`src/rtl/mem_access_unit_pkg.sv`:
```
// Shared pipeline definitions for the MEM-stage access unit: FSM encoding,
// alignment mask and the doubleword alignment helper.
package mem_access_unit_pkg;

  typedef enum logic {
    ST_IDLE = 1'b0,
    ST_WAIT = 1'b1
  } mau_state_e;

  localparam logic [2:0] DW_ALIGN_MASK = 3'b111;
  localparam int         WAIT_CNT_W    = 8;

  function automatic logic is_dw_aligned(input logic [63:0] addr);
    return (addr[2:0] & DW_ALIGN_MASK) == 3'b000;
  endfunction

endpackage

```
`src/rtl/mem_access_unit_wb.sv`:
```
// MEM/WB pipeline register bank. A bubble clears only the valid and
// register-write bits; the data fields keep their last value.
module mem_wb_reg
  import mem_access_unit_pkg::*;
(
  input  logic        clk,
  input  logic        reset,
  input  logic        load_en,
  input  logic        bubble,
  input  logic        valid,
  input  logic [4:0]  rd,
  input  logic        RegWrite,
  input  logic        MemtoReg,
  input  logic [63:0] read_data,
  input  logic [63:0] ALU_result,
  output logic        valid_out,
  output logic [4:0]  rd_out,
  output logic        RegWrite_out,
  output logic        MemtoReg_out,
  output logic [63:0] read_data_out,
  output logic [63:0] ALU_result_out
);

  always_ff @(posedge clk or negedge reset) begin
    if (!reset) begin
      valid_out      <= 1'b0;
      rd_out         <= '0;
      RegWrite_out   <= 1'b0;
      MemtoReg_out   <= 1'b0;
      read_data_out  <= '0;
      ALU_result_out <= '0;
    end else if (bubble) begin
      valid_out    <= 1'b0;
      RegWrite_out <= 1'b0;
    end else if (load_en) begin
      valid_out      <= valid;
      rd_out         <= rd;
      RegWrite_out   <= RegWrite;
      MemtoReg_out   <= MemtoReg;
      read_data_out  <= read_data;
      ALU_result_out <= ALU_result;
    end
  end

endmodule

```
`src/rtl/mem_access_unit.sv`:
```
// MEM-stage access unit: issues one doubleword load/store at a time, stalls
// the pipeline until the memory acknowledges, and times out stuck requests.
module mem_access_unit
  import mem_access_unit_pkg::*;
#(
  parameter int TIMEOUT_CYC = 255
) (
  input  logic        clk,
  input  logic        reset,
  input  logic        valid_in,
  input  logic [4:0]  rd,
  input  logic [63:0] ALU_result,
  input  logic [63:0] write_data,
  input  logic        MemRead,
  input  logic        MemWrite,
  input  logic        RegWrite,
  input  logic        MemtoReg,
  output logic        mem_req,
  output logic        mem_we,
  output logic [63:0] mem_addr,
  output logic [63:0] mem_wdata,
  input  logic        mem_ack,
  input  logic [63:0] mem_rdata,
  output logic        stall,
  output logic        valid_out,
  output logic [4:0]  rd_out,
  output logic        RegWrite_out,
  output logic        MemtoReg_out,
  output logic [63:0] read_data_out,
  output logic [63:0] ALU_result_out,
  output logic        access_err
);

  // Handshake: mem_req rises with the request; mem_addr/mem_we/mem_wdata stay
  // constant while mem_req is high until the single-cycle mem_ack, and
  // mem_rdata is sampled only on that ack cycle. Acks outside WAIT are ignored.

  localparam logic [WAIT_CNT_W-1:0] TIMEOUT_LAST = WAIT_CNT_W'(TIMEOUT_CYC - 1);

  mau_state_e            state_q, state_d;
  logic [WAIT_CNT_W-1:0] wait_cnt_q;
  logic [63:0]           lat_addr_q;
  logic [63:0]           lat_wdata_q;
  logic                  lat_we_q;
  logic [4:0]            lat_rd_q;
  logic                  lat_regwrite_q;
  logic                  lat_memtoreg_q;
  logic                  access_err_q;

  logic        memop;
  logic        aligned;
  logic        issue;
  logic        misalign;
  logic        complete;
  logic        timeout;
  logic        pass_through;

  logic        wb_load_en;
  logic        wb_bubble;
  logic        wb_valid;
  logic [4:0]  wb_rd;
  logic        wb_regwrite;
  logic        wb_memtoreg;
  logic [63:0] wb_read_data;
  logic [63:0] wb_alu_result;

  assign memop   = valid_in & (MemRead | MemWrite);
  assign aligned = is_dw_aligned(ALU_result);

  always_ff @(posedge clk or negedge reset) begin
    if (!reset) begin
      state_q <= ST_IDLE;
    end else begin
      state_q <= state_d;
    end
  end

  always_comb begin
    state_d      = state_q;
    mem_req      = 1'b0;
    mem_we       = ~MemRead;
    mem_addr     = ALU_result;
    mem_wdata    = write_data;
    stall        = 1'b0;
    issue        = 1'b0;
    misalign     = 1'b0;
    complete     = 1'b0;
    timeout      = 1'b0;
    pass_through = 1'b0;
    case (state_q)
      ST_IDLE: begin
        if (memop) begin
          if (aligned) begin
            mem_req = 1'b1;
            stall   = 1'b1;
            issue   = 1'b1;
            state_d = ST_WAIT;
          end else begin
            misalign = 1'b1;
          end
        end else begin
          pass_through = 1'b1;
        end
      end
      ST_WAIT: begin
        mem_req   = 1'b1;
        mem_we    = lat_we_q;
        mem_addr  = lat_addr_q;
        mem_wdata = lat_wdata_q;
        stall     = ~mem_ack;
        // A completion on the last allowed cycle beats the timeout.
        if (mem_ack) begin
          complete = 1'b1;
          state_d  = ST_IDLE;
        end else if (wait_cnt_q == TIMEOUT_LAST) begin
          timeout = 1'b1;
          state_d = ST_IDLE;
        end
      end
      default: state_d = ST_IDLE;
    endcase
    if (!reset) begin
      mem_req = 1'b0;
      stall   = 1'b0;
    end
  end

  always_ff @(posedge clk or negedge reset) begin
    if (!reset) begin
      wait_cnt_q     <= '0;
      lat_addr_q     <= '0;
      lat_wdata_q    <= '0;
      lat_we_q       <= 1'b0;
      lat_rd_q       <= '0;
      lat_regwrite_q <= 1'b0;
      lat_memtoreg_q <= 1'b0;
    end else if (issue) begin
      wait_cnt_q     <= '0;
      lat_addr_q     <= ALU_result;
      lat_wdata_q    <= write_data;
      lat_we_q       <= ~MemRead;
      lat_rd_q       <= rd;
      lat_regwrite_q <= RegWrite;
      lat_memtoreg_q <= MemtoReg;
    end else if (state_q == ST_WAIT && !mem_ack) begin
      wait_cnt_q <= wait_cnt_q + WAIT_CNT_W'(1);
    end
  end

  always_ff @(posedge clk or negedge reset) begin
    if (!reset) begin
      access_err_q <= 1'b0;
    end else if (misalign || timeout) begin
      access_err_q <= 1'b1;
    end
  end

  assign access_err = access_err_q;

  // Every cycle that neither passes an instruction through nor retires a
  // memory access writes a bubble into MEM/WB.
  assign wb_load_en    = pass_through | complete;
  assign wb_bubble     = ~wb_load_en;
  assign wb_valid      = complete ? 1'b1 : valid_in;
  assign wb_rd         = complete ? lat_rd_q : rd;
  assign wb_regwrite   = complete ? lat_regwrite_q : RegWrite;
  assign wb_memtoreg   = complete ? lat_memtoreg_q : MemtoReg;
  assign wb_read_data  = (complete && !lat_we_q) ? mem_rdata : 64'd0;
  assign wb_alu_result = complete ? lat_addr_q : ALU_result;

  mem_wb_reg u_mem_wb_reg (
    .clk            (clk),
    .reset          (reset),
    .load_en        (wb_load_en),
    .bubble         (wb_bubble),
    .valid          (wb_valid),
    .rd             (wb_rd),
    .RegWrite       (wb_regwrite),
    .MemtoReg       (wb_memtoreg),
    .read_data      (wb_read_data),
    .ALU_result     (wb_alu_result),
    .valid_out      (valid_out),
    .rd_out         (rd_out),
    .RegWrite_out   (RegWrite_out),
    .MemtoReg_out   (MemtoReg_out),
    .read_data_out  (read_data_out),
    .ALU_result_out (ALU_result_out)
  );

endmodule

```
`config.mk`:
```
export PLATFORM = sky130hd
export DESIGN_NAME = mem_access_unit
export DESIGN_NICKNAME = d
export VERILOG_FILES = /design/src/rtl/mem_access_unit_pkg.sv /design/src/rtl/mem_access_unit_wb.sv /design/src/rtl/mem_access_unit.sv
export SDC_FILE = /design/constraint.sdc
export NUM_CORES = 1
export LEC_CHECK = 0
export BUFFER_PORTS_ARGS = -buffer_cell sky130_fd_sc_hd__buf_2
export CAP_MARGIN = 5
export CORE_MARGIN = 2
export CORE_UTILIZATION = 25
export CTS_CLUSTER_DIAMETER = 100
export DETAILED_ROUTE_END_ITERATION = 8
export PLACE_DENSITY = 0.47
export SLEW_MARGIN = 25
export SYNTH_ARGS = -nofsm -noshare
export SYNTH_HDL_FRONTEND = slang
export SYNTH_HIERARCHICAL = 1
export SYNTH_SLANG_ARGS = --single-unit
```
`constraint.sdc`:
```
create_clock -name clk -period 3 [get_ports clk]
set_input_delay 0.6 -clock clk [delete_from_list [all_inputs] [get_ports clk]]
set_output_delay 0.6 -clock clk [all_outputs]
set_load 0.02 [all_outputs]
```
### Word-level counts from Yosys, hierarchy flattened

Cells that the tools add are included.
W data, S select, Z words.

* flip-flop bits (word level): 282
* bits of input ports: 205
* word-level logic and storage cells: 63

* $add $sub $neg: 1
* equality and inequality tests: 1
* multiplexer cells: 33
* bitwise logic cells: 6
* reduce and logical (&&, ||, !) cells: 7

Operator list (number)
* $mux W64: 4
* $mux W1: 23
* $mux W8: 2
* $add A8 B1 Y8 const B: 1
* $eq A8 B8 Y1 const B: 1
* $pmux W1 S2: 3
* $mux W5: 1
* $logic_not A3 Y1: 1
* $not A1 Y1: 3
* $logic_and A1 B1 Y1: 2
* $logic_not A1 Y1: 2
* $or A1 B1 Y1: 2
* $reduce_bool A2 Y1: 1
* $and A1 B1 Y1: 1
* $logic_or A1 B1 Y1: 1

### Longest topological paths before layout

* depth in word-level cells: 6
* mapped depth: 10

### Hierarchy

Netlist, hierarchy kept.

By module, submodules not included
* mem_access_unit: instances 1, cells an instance 926, area an instance 8489.4 µm², sequential area each 3653.5 µm²
* mem_wb_reg: instances 1, cells an instance 290, area an instance 5382.7 µm², sequential area each 3403.3 µm²

### Worst setup path before layout

Ideal clock, no wire load.

* kind: input -> output
* from: in ALU_result[2]
* to: out stall
* data arrival time: 2.126 ns
* required time: 2.400 ns
* slack: 0.274 ns
* stages on the path: 5
* cells stage by stage: or3_4 -> or3_1 -> buf_2 -> buf_2 -> a21boi_0

* cells in the longest elaborated chain, start to end: 5

Ends and longest elaborated chain
* from (decl): line mem_access_unit.sv:12 `input logic [63:0] ALU_result,`
* $logic_not A3 Y1: line mem_access_unit_pkg.sv:14 `return (addr[2:0] & DW_ALIGN_MASK) == 3'b000;`
* $mux W1: line mem_access_unit.sv:93 `if (aligned) begin`
* $mux W1: line mem_access_unit.sv:92 `if (memop) begin`
* $pmux W1 S2: line mem_access_unit.sv:90 `case (state_q)`
* $mux W1: line mem_access_unit.sv:122 `if (!reset) begin`
* to (decl): line mem_access_unit.sv:24 `output logic stall,`

No other way between the ends.

### Worst setup path in the final report

* from: reg state_q
* to: out mem_wdata[14]

* cells in the longest elaborated chain, start to end: 1

Ends and longest elaborated chain
* from (decl): line mem_access_unit.sv:40 `mau_state_e state_q, state_d;`
* from (signal assigned): line mem_access_unit.sv:74 `state_q <= state_d;`
* $mux W64: line mem_access_unit.sv:90
* to (decl): line mem_access_unit.sv:21 `output logic [63:0] mem_wdata,`

No other way between the ends.

==> results by group <==
Outcome
  • Status: finished, final reports clean

Yosys
  • Synthesized cell area: roughly 14,000 µm²
  • Asr flop ratio synth: 1.00
  • Seq/Total Area, Yosys: 0.509
  • Synth Flop Type: dfrtp_1
  • Cells after Synth: 1,216
  • YS warnings: 6
  • Netlist cell types: 34
  • Post-synth EDFFs: 0
  • #FFs+latches synth: 282
  • Avg Cell Area, Syn: 11.4 µm²
  • Synth Net Count: 1,423

Global routing
  • Largest net degree at the start of global routing: 144
  • Initial antenna violation count: 5
  • Vias in the first global route: roughly 11,000
  • Global Route Usage Sum: 0.141
  • Total grt overflow: 0
  • First-pass GRT wire length: 62,900 µm

STA
  • RSZ-0062 raised after global routing: no
  • Hold Slack: roughly 260 ps
  • Slew HR: 0.409
  • Slew @ Worst Pin: 886 ps
  • Max Slew Vio Count: 0
  • Endpoints failing hold: 0
  • Final Skew: 23.2 ps
  • Setup violations, final: 0
  • Tcrit/Tclk final: 0.915
  • Minimum clock period: 2750 ps
  • Setup TNS: 0 ps
  • Fmax: 0.364 GHz

Power and ir drop
  • Peak supply drop: 0.000306 V
  • Leak: 9.30 nW
  • Pwr Density: 627 nW/µm²

Worst setup path
  • Worst-path fanout max: 86
  • Endpoint class of the critical path: primary output
  • CP arrival: 2150 ps
  • Crit path kind: reg -> out
  • Worst setup SP type: flip-flop
  • Req. time, crit path: 2400 ps

Worst hold path
  • Min-Delay Path Class: in -> reg

Detailed routing
  • DRC Markers: 0
  • Via count: 10,400
  • Wire per inst: 17.0 µm
  • Drt first pass iters: 4
  • Routed WL: 41,600 µm
  • Uppermost routed layer: met5
  • Metal2 WL: 20,500 µm
  • Met1 wire length: 17,200 µm
  • Post-DRT Antenna Nets: 0
  • DRT iter0 DRCs: slightly below 400
  • Met3 WL: 3050 µm
  • Vias per cell: 4.22

Die
  • Core Footprint: 55,000 µm²
  • Ports: 473
  • Initial core utilization: 0.252
  • Row count: between 80 and 90
  • Die Wd: around 240 µm
  • DIE HEIGHT: 240 µm
  • Die area: around 57,000 µm²

Clocking
  • Post-CTS Setup Inserts: 0
  • Skew-Pair Late Insertion Delay: between 500 and 600 ps
  • Hold_buf cts: 1
  • CTS tree: yes
  • Max clock buf depth: 3
  • Resize count post-CTS: 0
  • Clock-pin slew on the worst setup and hold paths: about 60 ps
  • Num CTS Buffers: 37
  • H-tree levels: 2
  • CTS sink count: roughly 280
  • Root Driver: clkbuf_16

Placement
  • Final RePlAce weighted congestion: between 0.7 and 0.8
  • # port buffers: between 400 and 500
  • Final HPWL DP: ~28,000 µm

Layout
  • Area delta synth->final: 31.1%
  • Final nets: 1,885
  • FILL cells: approximately 5,600
  • Layout cell share with drive strength beyond 1: 0.521

Flow run
  • Maxcap violations: 0
-- worst paths after layout --
kind                                start                              to  depth (start not counted)  slack (ps)
hold reg to reg            lat_wdata_q[4]                  lat_wdata_q[4]                          2         470
setup reg to reg                  state_q  u_mem_wb_reg/read_data_out[63]                          7         800
hold / removal             write_data[12]                 lat_wdata_q[12]                          3         260
max in group asynchronous           reset                  lat_addr_q[12]                          3        1360
setup / recovery                  state_q                   mem_wdata[14]                          3         250
min in group asynchronous           reset  u_mem_wb_reg/read_data_out[41]                          2         490
-- per-stage QoR --
stage,worst slack [ps],utilization,instances,total power [mW],instance area [µm²]
2_1_floorplan,274,-,1216,6.30,13900
3_3_place_gp,325,0.309,2386,7.15,17000
3_5_place_dp,332,0.309,2386,7.20,17000
4_1_cts,209,0.331,2452,11.6,18200
5_1_grt,149,0.331,2453,12.0,18200
6_report,254,0.331,2454,11.4,18200
-- sequential cells by signal (all words and copies together), names as in the netlist, 5 cells and up --
name,count
u_mem_wb_reg/rd_out,5
lat_rd_q,5
u_mem_wb_reg/ALU_result_out,64
u_mem_wb_reg/read_data_out,64
lat_addr_q,64
wait_cnt_q,8
lat_wdata_q,64
-- synthesized netlist by cell type (4+ instances only) --
cell type	n	area, µm²
buf_2	26	130
dfrtp_1	282	7060
and2_1	67	419
clkbuf_1	23	86.3
mux2_2	273	3070
mux2i_1	4	40.0
nand2_1	402	1510
buf_4	7	52.6
nand3_1	4	20.0
mux2_4	60	901
nor2_1	8	30.0
inv_1	4	15.0
buf_6	11	124
buf_12	7	140
o21ai_0	10	50.1
-- worst max-delay path: stages, from the launching register on --
cell and delay, ps:
dfrtp_4 500, buf_12 370, mux2_2 430, buf_2 170
-- layout make-up --
cell class | count | area [µm²] | share of cell area
clock inverter | 10 | 118 | 0.00647
clock buffer | 55 | 1040 | 0.0575
tap | 748 | 936 | 0.0515
antenna | 2 | 5.00 | 0.000275
inverter | 4 | 15.0 | 0.000826
timing repair buffer | 498 | 2720 | 0.150
sequential | 282 | 7060 | 0.388
multi-input combinational | 855 | 6280 | 0.346
-- placed cells by master (no fill, tap or decap), types with 2 or more instances in the layout --
master / synthesis / layout
buf_2: 26 / 471
nor2_1: 8 / 7
o31ai_1: 2 / 2
buf_12: 7 / 12
mux2_4: 60 / 60
nand4_1: 3 / 3
and2_1: 67 / 67
dfrtp_1: 282 / 281
clkinv_2: 0 / 5
mux2_2: 273 / 273
clkbuf_8: 0 / 3
clkbuf_1: 23 / 14
ha_1: 2 / 2
nand2_1: 402 / 401
bufinv_16: 0 / 2
xnor2_1: 2 / 2
nand2b_1: 3 / 3
or3_4: 1 / 2
clkbuf_16: 0 / 38
or3_1: 3 / 2
nand3_1: 4 / 4
diode_2: 0 / 2
mux2i_1: 4 / 4
o21ai_0: 10 / 10
inv_1: 4 / 4
buf_4: 7 / 13
-- kinds of logic after synthesis --
kind of cell | Yosys count | share of synthesized area
AOI/OAI and AO/OA | 17 | 0.00740
adders and majority gates | 2 | 0.00180
muxes | 337 | 0.289
and+or+nand+nor | 496 | 0.151
xor gates and xnor gates | 3 | 0.00189
buffers and inverters | 79 | 0.0398
DFF | 282 | 0.509
-- metal layers --
layer  track usage  vias up
li1              -     4978
met1         0.168     5043
met2         0.241      284
met3        0.0452       59
met4        0.0407        4
met5             0        -
-- power breakdown --
group	internal, mW	switching (mW)
Clock	2.58	1.71
Combinational	1.00	1.33
Sequential	4.41	0.358
Power figures use the tool's default switching activity.
